## src/rtl/clint_mc.sv

```systemverilog
// Multi-channel core-local interrupt controller: arbitrates ecall/ebreak/mret and
// masked level interrupts, sequences the trap CSR writes and redirects the PC.
module clint_mc #(
  parameter int INT_NUM = 8,
  parameter int DATA_W  = 32
) (
  input  logic               clk_i,
  input  logic               rst_n_i,
  input  logic [31:0]        inst_i,
  input  logic [DATA_W-1:0]  inst_addr_i,
  input  logic               jump_flag_i,
  input  logic [DATA_W-1:0]  jump_addr_i,
  input  logic [INT_NUM-1:0] int_req_i,
  input  logic [INT_NUM-1:0] int_mask_i,
  input  logic [DATA_W-1:0]  csr_mtvec_i,
  input  logic [DATA_W-1:0]  csr_mepc_i,
  input  logic [DATA_W-1:0]  csr_mstatus_i,
  output logic               clint_wen_o,
  output logic [11:0]        clint_waddr_o,
  output logic [DATA_W-1:0]  clint_wdata_o,
  output logic               hold_flag_o,
  output logic               int_flag_o,
  output logic [DATA_W-1:0]  int_addr_o,
  output logic               busy_o
);

  localparam logic [31:0] INST_ECALL  = 32'h0000_0073;
  localparam logic [31:0] INST_EBREAK = 32'h0010_0073;
  localparam logic [31:0] INST_MRET   = 32'h3020_0073;
  localparam logic [11:0] CSR_MSTATUS = 12'h300;
  localparam logic [11:0] CSR_MEPC    = 12'h341;
  localparam logic [11:0] CSR_MCAUSE  = 12'h342;

  typedef enum logic [2:0] {
    S_IDLE        = 3'd0,
    S_SAVE_EPC    = 3'd1,
    S_SAVE_CAUSE  = 3'd2,
    S_SAVE_STATUS = 3'd3,
    S_TRAP_JUMP   = 3'd4,
    S_MRET_STATUS = 3'd5,
    S_MRET_JUMP   = 3'd6
  } state_e;

  state_e              state_q, state_d;
  logic [DATA_W-1:0]   epc_q, epc_d;
  logic [DATA_W-1:0]   cause_q, cause_d;
  logic [INT_NUM-1:0]  pend_s;
  logic [4:0]          win_idx_s;
  logic                is_ecall_s, is_ebreak_s, is_mret_s;
  logic                hold_s;
  logic [DATA_W-1:0]   mstatus_trap_s, mstatus_mret_s, trap_base_s;

  function automatic logic [4:0] lowest_set(input logic [INT_NUM-1:0] vec);
    logic [4:0] idx;
    idx = 5'd0;
    for (int i = INT_NUM - 1; i >= 0; i--) begin
      if (vec[i]) idx = 5'(i);
    end
    return idx;
  endfunction

  // Event decode and CSR value shaping
  always_comb begin
    is_ecall_s     = (inst_i == INST_ECALL);
    is_ebreak_s    = (inst_i == INST_EBREAK);
    is_mret_s      = (inst_i == INST_MRET);
    pend_s         = int_req_i & int_mask_i & {INT_NUM{csr_mstatus_i[3]}};
    win_idx_s      = lowest_set(pend_s);
    mstatus_trap_s = csr_mstatus_i;
    mstatus_trap_s[7] = csr_mstatus_i[3];
    mstatus_trap_s[3] = 1'b0;
    mstatus_mret_s = csr_mstatus_i;
    mstatus_mret_s[3] = csr_mstatus_i[7];
    mstatus_mret_s[7] = 1'b1;
    trap_base_s    = {csr_mtvec_i[DATA_W-1:2], 2'b00};
  end

  // State, epc and cause registers
  always_ff @(posedge clk_i or negedge rst_n_i) begin
    if (!rst_n_i) begin
      state_q <= S_IDLE;
      epc_q   <= '0;
      cause_q <= '0;
    end else begin
      state_q <= state_d;
      epc_q   <= epc_d;
      cause_q <= cause_d;
    end
  end

  // Next-state and Moore outputs; hold is also raised in the accepting IDLE cycle
  always_comb begin
    state_d       = state_q;
    epc_d         = epc_q;
    cause_d       = cause_q;
    clint_wen_o   = 1'b0;
    clint_waddr_o = 12'h000;
    clint_wdata_o = '0;
    int_flag_o    = 1'b0;
    int_addr_o    = '0;
    hold_s        = 1'b0;
    case (state_q)
      S_IDLE: begin
        if (is_ecall_s || is_ebreak_s) begin
          state_d = S_SAVE_EPC;
          epc_d   = inst_addr_i;
          cause_d = is_ecall_s ? DATA_W'(32'd11) : DATA_W'(32'd3);
          hold_s  = 1'b1;
        end else if (is_mret_s) begin
          state_d = S_MRET_STATUS;
          hold_s  = 1'b1;
        end else if (|pend_s) begin
          state_d = S_SAVE_EPC;
          epc_d   = jump_flag_i ? jump_addr_i : inst_addr_i;
          cause_d = {1'b1, (DATA_W-1)'(5'd16 + win_idx_s)};
          hold_s  = 1'b1;
        end else begin
          state_d = S_IDLE;
        end
      end
      S_SAVE_EPC: begin
        clint_wen_o   = 1'b1;
        clint_waddr_o = CSR_MEPC;
        clint_wdata_o = epc_q;
        hold_s        = 1'b1;
        state_d       = S_SAVE_CAUSE;
      end
      S_SAVE_CAUSE: begin
        clint_wen_o   = 1'b1;
        clint_waddr_o = CSR_MCAUSE;
        clint_wdata_o = cause_q;
        hold_s        = 1'b1;
        state_d       = S_SAVE_STATUS;
      end
      S_SAVE_STATUS: begin
        clint_wen_o   = 1'b1;
        clint_waddr_o = CSR_MSTATUS;
        clint_wdata_o = mstatus_trap_s;
        hold_s        = 1'b1;
        state_d       = S_TRAP_JUMP;
      end
      S_TRAP_JUMP: begin
        int_flag_o = 1'b1;
        hold_s     = 1'b1;
        state_d    = S_IDLE;
        // Vectored dispatch only for interrupts; the low cause bits hold 16+k
        if (csr_mtvec_i[1:0] == 2'b01 && cause_q[DATA_W-1]) begin
          int_addr_o = trap_base_s + {cause_q[DATA_W-3:0], 2'b00};
        end else begin
          int_addr_o = trap_base_s;
        end
      end
      S_MRET_STATUS: begin
        clint_wen_o   = 1'b1;
        clint_waddr_o = CSR_MSTATUS;
        clint_wdata_o = mstatus_mret_s;
        hold_s        = 1'b1;
        state_d       = S_MRET_JUMP;
      end
      S_MRET_JUMP: begin
        int_flag_o = 1'b1;
        int_addr_o = csr_mepc_i;
        hold_s     = 1'b1;
        state_d    = S_IDLE;
      end
      default: begin
        state_d = S_IDLE;
      end
    endcase
  end

  assign hold_flag_o = hold_s & rst_n_i;
  assign busy_o      = (state_q != S_IDLE);

endmodule

```

## config.mk

```make
export PLATFORM = sky130hd
export DESIGN_NAME = clint_mc
export DESIGN_NICKNAME = d
export VERILOG_FILES = /design/src/rtl/clint_mc.sv
export SDC_FILE = /design/constraint.sdc
export NUM_CORES = 1
export LEC_CHECK = 0
export ABC_AREA = 1
export CORE_AREA = 3 3 111 113
export CTS_CLUSTER_DIAMETER = 200
export DETAILED_ROUTE_END_ITERATION = 12
export DIE_AREA = 0 0 114 116
export GPL_ROUTABILITY_DRIVEN = 1
export HOLD_SLACK_MARGIN = 0.08
export PLACE_DENSITY_LB_ADDON = 0.08
export REMOVE_ABC_BUFFERS = 1
export SLEW_MARGIN = 20
export SYNTH_ARGS = -nofsm -noshare
export SYNTH_HDL_FRONTEND = slang
export SYNTH_SLANG_ARGS = --single-unit
```

## constraint.sdc

```tcl
create_clock -name clk_i -period 5.66 [get_ports clk_i]
set_input_delay 0.849 -clock clk_i [delete_from_list [all_inputs] [get_ports clk_i]]
set_output_delay 0.849 -clock clk_i [all_outputs]
set_load 0.01 [all_outputs]
```

==> results of run 1 <==
## placed cells by master (no fill, tap or decap), types with 2 or more instances in the layout
cell,Yosys,final
nand3b_1,3,3
nor2_1,72,71
nand2_2,2,4
clkdlybuf4s50_1,0,282
inv_1,51,51
o21bai_1,7,7
nor3_1,4,3
nor3_2,2,3
ha_1,5,5
a21oi_1,10,10
a22oi_1,2,2
dfrtp_1,40,40
buf_4,15,5
nor2_2,2,3
xnor2_1,3,3
nand4_1,12,12
inv_2,3,3
or2_2,2,2
conb_1,1,7
o211ai_1,2,2
clkbuf_16,0,5
o21ai_0,27,27
nand3_1,80,80
a22o_1,25,25
a31oi_1,2,2
nand2_1,336,334
## cell families after synthesis
group,share of synthesized area
and+or+nand+nor,0.506
buffers and inverters,0.103
AOI/OAI and AO/OA,0.125
DFF,0.239
adders and majority gates,0.0197
xor gates and xnor gates,0.00627
other,0.000894
## layer usage
metal  vias to the layer above  share of wire  track usage
met3                        20          0.091       0.0616
met2                       206           0.49        0.403
met4                         0          0.014       0.0491
li1                       2878              -            -
met5                         -              0            0
met1                      2315           0.40        0.263
## area by class of cell
type | instances | area [µm²] | share of cell area
Multi-Input combinational cell | 611 | 2790 | 0.388
Inverter | 54 | 203 | 0.0281
Sequential cell | 40 | 1000 | 0.139
Timing Repair Buffer | 288 | 2870 | 0.397
Clock inverter | 3 | 42.5 | 0.00590
Tap cell | 143 | 179 | 0.0248
Clock buffer | 5 | 125 | 0.0174
## sequential cells by signal, indices dropped and copies added, names as in the netlist
name	count
epc_q	32
cause_q	5
state_q	3
## synth_stat cells
cell type    n  share of area
a21boi_0     1         0.0018
a21o_1       1         0.0018
a21oi_1     10          0.012
a22o_1      25          0.052
a22oi_1      2         0.0036
a31o_2       1         0.0021
a31oi_1      2         0.0030
and2_1       1         0.0015
buf_1        3         0.0027
buf_2       10          0.012
buf_4       15          0.027
buf_6        2         0.0054
clkbuf_1     9         0.0081
conb_1       1        0.00089
dfrtp_1     40           0.24
fa_1         1         0.0048
ha_1         5          0.015
inv_1       51          0.046
inv_2        3         0.0027
nand2_1    336           0.30
nand2_2      2         0.0030
nand3_1     80          0.095
nand3_2      1         0.0024
nand3b_1     3         0.0054
nand4_1     12          0.018
nor2_1      72          0.064
nor2_2       2         0.0030
nor3_1       4         0.0048
nor3_2       2         0.0048
o211ai_1     2         0.0036
o21ai_0     27          0.032
o21bai_1     7          0.013
or2_2        2         0.0030
xnor2_1      3         0.0063
## tightest hold or removal path, cell delays in order (launching register included)
cell,delay [ps]
dfrtp_1,340
nand2_1,60
nand2_1,50
## power groups by stage
stage               sequential (mW)  combinational, mW  clock [mW]
finish                        0.518               1.32       0.320
floorplan                     0.482              0.644           0
detailed placement            0.518               1.34           0
global route                  0.533               1.46       0.338
CTS                           0.517               1.34       0.324
global placement              0.521               1.32           0
## metrics by stage
step                      hold slack, ps  instance area, µm²
after floorplan                      444                3990
after global placement               464                7040
after detailed placement             465                7040
after CTS                            481                7200
after global routing                 495                7210
final                                479                7210
## final timing paths
kind	endpoint	slack, ps	cells after the start
min in group asynchronous	epc_q[6]$_DFFE_PN0P_	620	2
max in group asynchronous	cause_q[0]$_DFFE_PN0P_	4680	2
max reg2reg	epc_q[13]$_DFFE_PN0P_	3240	7
min reg2reg	epc_q[7]$_DFFE_PN0P_	480	2
min	epc_q[7]$_DFFE_PN0P_	480	2
max	int_addr_o[22]	1470	12
==> impl_metrics.tcl, run 1 <==
set metrics [dict create \
    r2r-start "state_q[0]$_DFF_PN0_" \
    max-cap-violations 0 \
    hold_class "flip-flop to flip-flop" \
    grt_max_degree 42 \
    portBuffers 283 \
    coreArea_um2 11400 \
    wire_per_inst_um 13.6 \
    synth_cell_types 34 \
    diodes 0 \
    seq_area_frac_synth 0.239 \
    worstSkewPairLatency_ps 280 \
    p_int_mw 1.29 \
    post-cts-setup-buffers 0 \
    cp.arrival_ps 3340 \
    grt_pass1_vias 5041 \
    peakVddDrop_v 0.000181 \
    placedCellCount 1136 \
    syn_area_um2 4190 \
    syn_avg_cell_area_um2 5.68 \
    place_congestion 0.911 \
    setup_viol 0 \
    ios 291 \
    critPathKind "input port to output pin" \
    cts_tree "done" \
    ant_nets 0 \
    num_vias 5419 \
    numCtsBuffers 5 \
    pre_cts_ws_ps 1490 \
    outcome "complete, no violations" \
    rows 39 \
    p_sw_mw 0.865 \
    clkPwrFrac 0.148 \
    grt_usage 0.223 \
    power_switching_share 0.401 \
    cts_resized 0 \
    cp-end-kind "output pin" \
    crit_family "simple AND/OR/NAND/NOR gates" \
    rsz0062_at_grt "no" \
    cp.required_ps 4810 \
    hold_violations 0 \
    critPathLaunchType "input port" \
    routed_via_density 4.74 \
    ys_seq_elements 40 \
    tightestPinTransition_ps 786 \
    die_x_um 114 \
    drive_gt1_frac 0.0310 \
    cts_sinks 40 \
    hold_start "epc_q[7]$_DFFE_PN0P_" \
    drt-initial-drc-count 276 \
    antenna_found_initial 0 \
    fillCellCount 1078 \
    path_clk_slew_ps 60 \
    fin_ws_ps 1470 \
    skew_ps 7.09 \
    final_nets 1217 \
    timing.final.crit_share 0.740 \
    leakagePower_nw 3.38 \
    area_growth_pct 71.9 \
    p_comb_frac 0.612 \
    ys_warn_count 0 \
    drc_errors 0 \
    grt_pass1_wl_mm 24.3 \
    ctsHoldBuffers 0 \
    seqPwrFrac 0.240 \
    synthCells 738 \
    worstSetupStartpoint "csr_mtvec_i[0]" \
    clockRootBuffer "clkbuf_16" \
    grt-ovfl-total 0 \
    fin_util 0.631 \
    stdcell_count 1144 \
    crit_chain "clkdlybuf4s50_1 -> nand2_1 -> nor2_2 -> inv_1 -> nor2_1 -> nand2_1 -> nor2_1 -> nand2_1 -> nand2_1 -> nand3_1 -> nand2_1 -> clkdlybuf4s50_1" \
    first_pass_iters 4 \
    die_h_um 116 \
    wl_mm 15.6 \
    start_util 0.367 \
    slew_headroom 0.474 \
    dieArea_um2 13200 \
    ctsHtreeMaxLevel 2 \
    critical_path.max_stage_delay_ps 530 \
    cellPowerDensity_nw_per_um2 299 \
    finalSetupTns_ps 0 \
    crit_buf_inv 3 \
    p_total_mw 2.16 \
    clockBufferDepth 2 \
    path_common_cell "nand2_1" \
    max_freq_mhz 239 \
    fin_crit_ps 4190 \
    critical_path.max_fanout 15 \
    drv_slew 0 \
    hpwl_mm 12.4 \
    crit_path_top_delay_cell "clkdlybuf4s50_1" \
]
Power figures use the tool's default switching activity.
==> run 2, diff against run 1 <==
CORE_AREA = unset   (was 3 3 111 113)
CORE_MARGIN = 3   (was unset)
CORE_UTILIZATION = 36   (was unset)
DIE_AREA = unset   (was 0 0 114 116)
clock period = 4 ns   (was 5.66 ns; I/O delays follow)
==> run 2 against run 1 <==
Effect of this change: count of clock-buffer cells in the layout rose by 2; non-clock buffer count is 5 higher; worst hold slack worse by 82 ps; global-route usage grew 2.0 points; clock skew is 3.0 ps lower; flip-flop and latch count stayed put.
==> impl_metrics.tcl, run 2 (synthesis gave the netlist of run 1 again) <==
set metrics [dict create \
    outcome "complete, no violations" \
    highest_layer "met4" \
    wl_mm 16.3 \
    grt-ovfl-total 0 \
    drv_slew 0 \
    grt_max_degree 41 \
    die_h_um 114 \
    hpwl_mm 13.2 \
    post-cts-setup-buffers 0 \
    dieArea_um2 13000 \
    num_vias 5582 \
    ctsHoldBuffers 0 \
    fin_crit_ps 3700 \
    seqPwrFrac 0.233 \
    die_x_um 114 \
    portBuffers 283 \
    cp.required_ps 3400 \
    slew_headroom 0.548 \
    max-cap-violations 0 \
    drc_errors 0 \
    diodes 0 \
    routed_via_density 4.87 \
    path_clk_slew_ps 60 \
    p_total_mw 3.11 \
    power_switching_share 0.398 \
    critical_path.max_fanout 6 \
    cts_tree "done" \
    first_pass_iters 4 \
    final_cell_mix "nand2_1, clkdlybuf4s50_1, nand3_1, nor2_1, inv_1" \
    top_regs "epc_q x32, cause_q x5, state_q x3" \
    wl_met1_mm 6.50 \
    start_util 0.377 \
    wl_met2_mm 8.06 \
    tightestPinTransition_ps 676 \
    cts_resized 0 \
    cp-end-kind "output pin" \
    final_nets 1222 \
    area_growth_pct 73.0 \
    rows 38 \
    leakagePower_nw 3.42 \
    setup_viol 0 \
    hold_class "input port to async pin" \
    cp.arrival_ps 3100 \
    critPathLaunchType "input port" \
    cts_sinks 40 \
    antenna_found_initial 0 \
    coreArea_um2 11100 \
    max_freq_mhz 270 \
    r2r_slack_ps 1850 \
    critPathKind "input port to output pin" \
    wl_met3_mm 1.46 \
    ios 291 \
    ant_nets 0 \
    clockBufferDepth 2 \
    hold_violations 0 \
    p_comb_frac 0.611 \
    clockRootBuffer "clkbuf_16" \
    worstSkewPairLatency_ps 280 \
    mostFrequentLayoutCell "nand2_1" \
    wire_per_inst_um 14.3 \
    peakVddDrop_v 0.000253 \
    p_sw_mw 1.24 \
    cellPowerDensity_nw_per_um2 429 \
    hold_ws_ps 397 \
    grt_pass1_vias 5424 \
    drt-initial-drc-count 354 \
    rsz0062_at_grt "no" \
    drive_gt1_frac 0.0338 \
    grt_usage 0.243 \
    ctsHtreeMaxLevel 2 \
    skew_ps 4.05 \
    largest_reg_flops 32 \
    clkPwrFrac 0.156 \
    grt_pass1_wl_mm 25.8 \
    place_congestion 0.953 \
    numCtsBuffers 5 \
    regMostFlops "epc_q" \
    p_int_mw 1.87 \
    finalSetupTns_ps 0 \
    timing.final.crit_share 0.925 \
]
-- run 2: per-layer routing --
metal  vias up  global-route usage
met5         -                   0
met4         0              0.0744
met3        21              0.0562
met2       235               0.436
met1      2435               0.286
li1       2891                   -
-- run 2: layout make-up --
cell class | instances | area, µm²
Fill cell | 1047 | 3870
Clock inverter | 1 | 30.0
Clock buffer | 7 | 153
Multi-Input combinational cell | 611 | 2790
Inverter | 54 | 203
Tap cell | 140 | 175
Timing Repair Buffer | 293 | 2900
Sequential cell | 40 | 1000
-- run 2: path summary, 6_finish.rpt --
check / cells after the start / from / end
worst max-delay path: 12 / csr_mtvec_i[6] / int_addr_o[27]
worst min-delay path: 2 / rst_n_i / epc_q[14]$_DFFE_PN0P_
worst max register to register: 7 / state_q[0]$_DFF_PN0_ / epc_q[10]$_DFFE_PN0P_
worst min register to register: 2 / epc_q[31]$_DFFE_PN0P_ / epc_q[31]$_DFFE_PN0P_
max in group asynchronous: 2 / rst_n_i / cause_q[2]$_DFFE_PN0P_
min in group clk_i: 2 / epc_q[31]$_DFFE_PN0P_ / epc_q[31]$_DFFE_PN0P_
-- run 2: per-stage QoR --
step           area, µm²  utilization  instances  setup slack (ps)
4_1_cts             7250        0.652       1146               341
3_5_place_dp        7070        0.636       1138               345
5_1_grt             7250        0.652       1146              85.8
2_1_floorplan       3990            -        705              1050
3_3_place_gp        7070        0.636       1138               389
6_report            7250        0.652       1146               300
-- run 2: critical path, stage by stage --
cell	delay, ps
clkdlybuf4s50_1	440
ha_1	370
nand2_1	110
nor2_1	110
nand2_1	60
nand3_1	200
nand3_1	220
nor2_1	240
nand3_1	110
nand3_1	100
nand2_1	50
clkdlybuf4s50_1	470
-- run 2: power by group through the flow --
stage               Clock, mW  Sequential [mW]  Combinational [mW]
floorplan                   0            0.681               0.911
global placement            0            0.730                1.89
detailed placement          0            0.725                1.92
CTS                     0.492            0.725                1.92
global route            0.508            0.749                2.10
finish                  0.485            0.726                1.90
==> run 3, diff against run 2 <==
clock period = 3.5 ns   (was 4 ns; I/O delays follow)
==> run 3 against run 2 <==
Effect of this change: cell count rose by 0.70%; setup slack got worse by 130 ps; first-iteration DRC count fell by 11%; sequential power rose by 15%; critical path depth did not move; via count rose by 0.29%; flip-flop and latch count did not move; clock skew barely moved; count of clock-buffer cells in the layout did not move; global-route usage fell by 0.16 points; die area did not move; worst hold slack got worse by 80 ps.
==> impl_metrics.tcl, run 3 (synthesis gave the netlist of run 1 again) <==
set metrics [dict create \
    p_sw_mw 1.43 \
    ios 291 \
    tightestPinTransition_ps 707 \
    start_util 0.377 \
    grt-ovfl-total 0 \
    top_regs "epc_q x32, cause_q x5, state_q x3" \
    cp.arrival_ps 2800 \
    die_h_um 114 \
    pre_cts_ws_ps 35.3 \
    drv_slew 0 \
    coreArea_um2 11100 \
    clockBufferDepth 2 \
    grt_pass1_vias 5259 \
    clockRootBuffer "clkbuf_16" \
    die_x_um 114 \
    final_cell_mix "nand2_1, clkdlybuf4s50_1, nand3_1, nor2_1, inv_1" \
    cp.required_ps 2970 \
    ctsHoldBuffers 0 \
    portBuffers 283 \
    final_nets 1229 \
    p_int_mw 2.17 \
    drc_errors 0 \
    skew_ps 4.24 \
    numCtsBuffers 5 \
    antenna_found_initial 1 \
    rsz0062_at_grt "no" \
    area_growth_pct 76.8 \
    finalSetupTns_ps 0 \
    cts_sinks 40 \
    setup_viol 0 \
    wire_per_inst_um 14.2 \
    drt-initial-drc-count 316 \
    p_comb_frac 0.614 \
    peakVddDrop_v 0.000296 \
    critical_path.max_fanout 5 \
    cellPowerDensity_nw_per_um2 486 \
    grt_pass1_wl_mm 25.5 \
    fin_crit_ps 3330 \
    hold_violations 0 \
    worstSkewPairLatency_ps 280 \
    hold_class "input port to async pin" \
    wl_mm 16.4 \
    fin_ws_ps 171 \
    regMostFlops "epc_q" \
    ant_nets 0 \
    mostFrequentLayoutCell "nand2_1" \
    grt_max_degree 41 \
    slew_headroom 0.527 \
    hpwl_mm 13.1 \
    place_congestion 0.910 \
    max_freq_mhz 300 \
    max-cap-violations 0 \
    outcome "complete, no violations" \
    dieArea_um2 13000 \
    seqPwrFrac 0.232 \
    cp-end-kind "output pin" \
    routed_via_density 4.85 \
    num_vias 5598 \
    grt_usage 0.241 \
    leakagePower_nw 3.50 \
    power_switching_share 0.397 \
    largest_reg_flops 32 \
    path_clk_slew_ps 60 \
    critPathLaunchType "input port" \
    cts_tree "done" \
    drive_gt1_frac 0.0543 \
    rows 38 \
    first_pass_iters 5 \
    critPathKind "input port to output pin" \
    timing.final.crit_share 0.951 \
    clkPwrFrac 0.154 \
    ctsHtreeMaxLevel 2 \
]
==> run 3: changes by cell type in the layout (fill, tap and decap cells not counted), sizes merged <==
cell	previous run	this run
buf	11	18
clkdlybuf4s50	282	278
dlymetal6s2s	0	4
diode	0	1
==> run 3: layout make-up <==
class                           count  area, µm²
Sequential cell                    40       1000
Fill cell                        1065       3710
Antenna cell                        1       2.50
Clock buffer                        7        153
Timing Repair Buffer              300       2970
Inverter                           54        203
Clock inverter                      1       30.0
Multi-Input combinational cell    611       2890
Tap cell                          140        175
==> run 3: repair_timing <==
action                     in CTS  in global routing
setup buffers                   0                  1
hold endpoints to repair        0                  0
setup endpoints to repair       0                 23
resized for setup               0                 21
==> run 3: per-stage QoR <==
stage | hold WS (ps) | area, µm² | instances | power, mW | utilization
finish | 317 | 7410 | 1154 | 3.61 | 0.666
global route | 361 | 7410 | 1154 | 3.88 | 0.666
CTS | 337 | 7300 | 1152 | 3.60 | 0.656
detailed placement | 469 | 7120 | 1144 | 3.03 | 0.640
global placement | 464 | 7120 | 1144 | 3.01 | 0.640
floorplan | 229 | 3990 | 705 | 1.82 | -
==> run 3: layer usage <==
metal  wire [µm]  up-vias  part of all wire  GRT usage
met2        8080      238              0.49      0.431
met5           0        -                 0          0
met1        6650     2436              0.41      0.290
met3        1350       21             0.082     0.0578
li1            -     2903                 -          -
met4         317        0             0.019     0.0633
==> run 3: worst max-delay path, stage by stage <==
cell,delay (ps)
clkdlybuf4s50_1,480
ha_2,210
fa_2,240
nand4_1,110
nand2_2,140
nand2_1,90
nor2_2,140
nand2_1,70
nand2_1,60
nand3_1,110
nand2_1,100
clkdlybuf4s50_1,530
==> run 3: power groups by stage <==
stage,registers [mW],clock network [mW],logic [mW]
2_1_floorplan,0.779,0,1.04
3_3_place_gp,0.830,0,2.18
3_5_place_dp,0.827,0,2.20
4_1_cts,0.828,0.563,2.21
5_1_grt,0.866,0.582,2.44
6_report,0.836,0.554,2.22
==> run 3: path summary, 6_finish.rpt <==
kind	from	to	slack, ps	cells after the start
max	csr_mtvec_i[2]	int_addr_o[20]	170	12
max in group asynchronous	rst_n_i	cause_q[0]$_DFFE_PN0P_	2830	2
min in group clk_i	epc_q[12]$_DFFE_PN0P_	epc_q[12]$_DFFE_PN0P_	480	2
min	rst_n_i	epc_q[18]$_DFFE_PN0P_	320	2
min reg2reg	epc_q[12]$_DFFE_PN0P_	epc_q[12]$_DFFE_PN0P_	480	2
max reg2reg	state_q[0]$_DFF_PN0_	epc_q[3]$_DFFE_PN0P_	1370	7
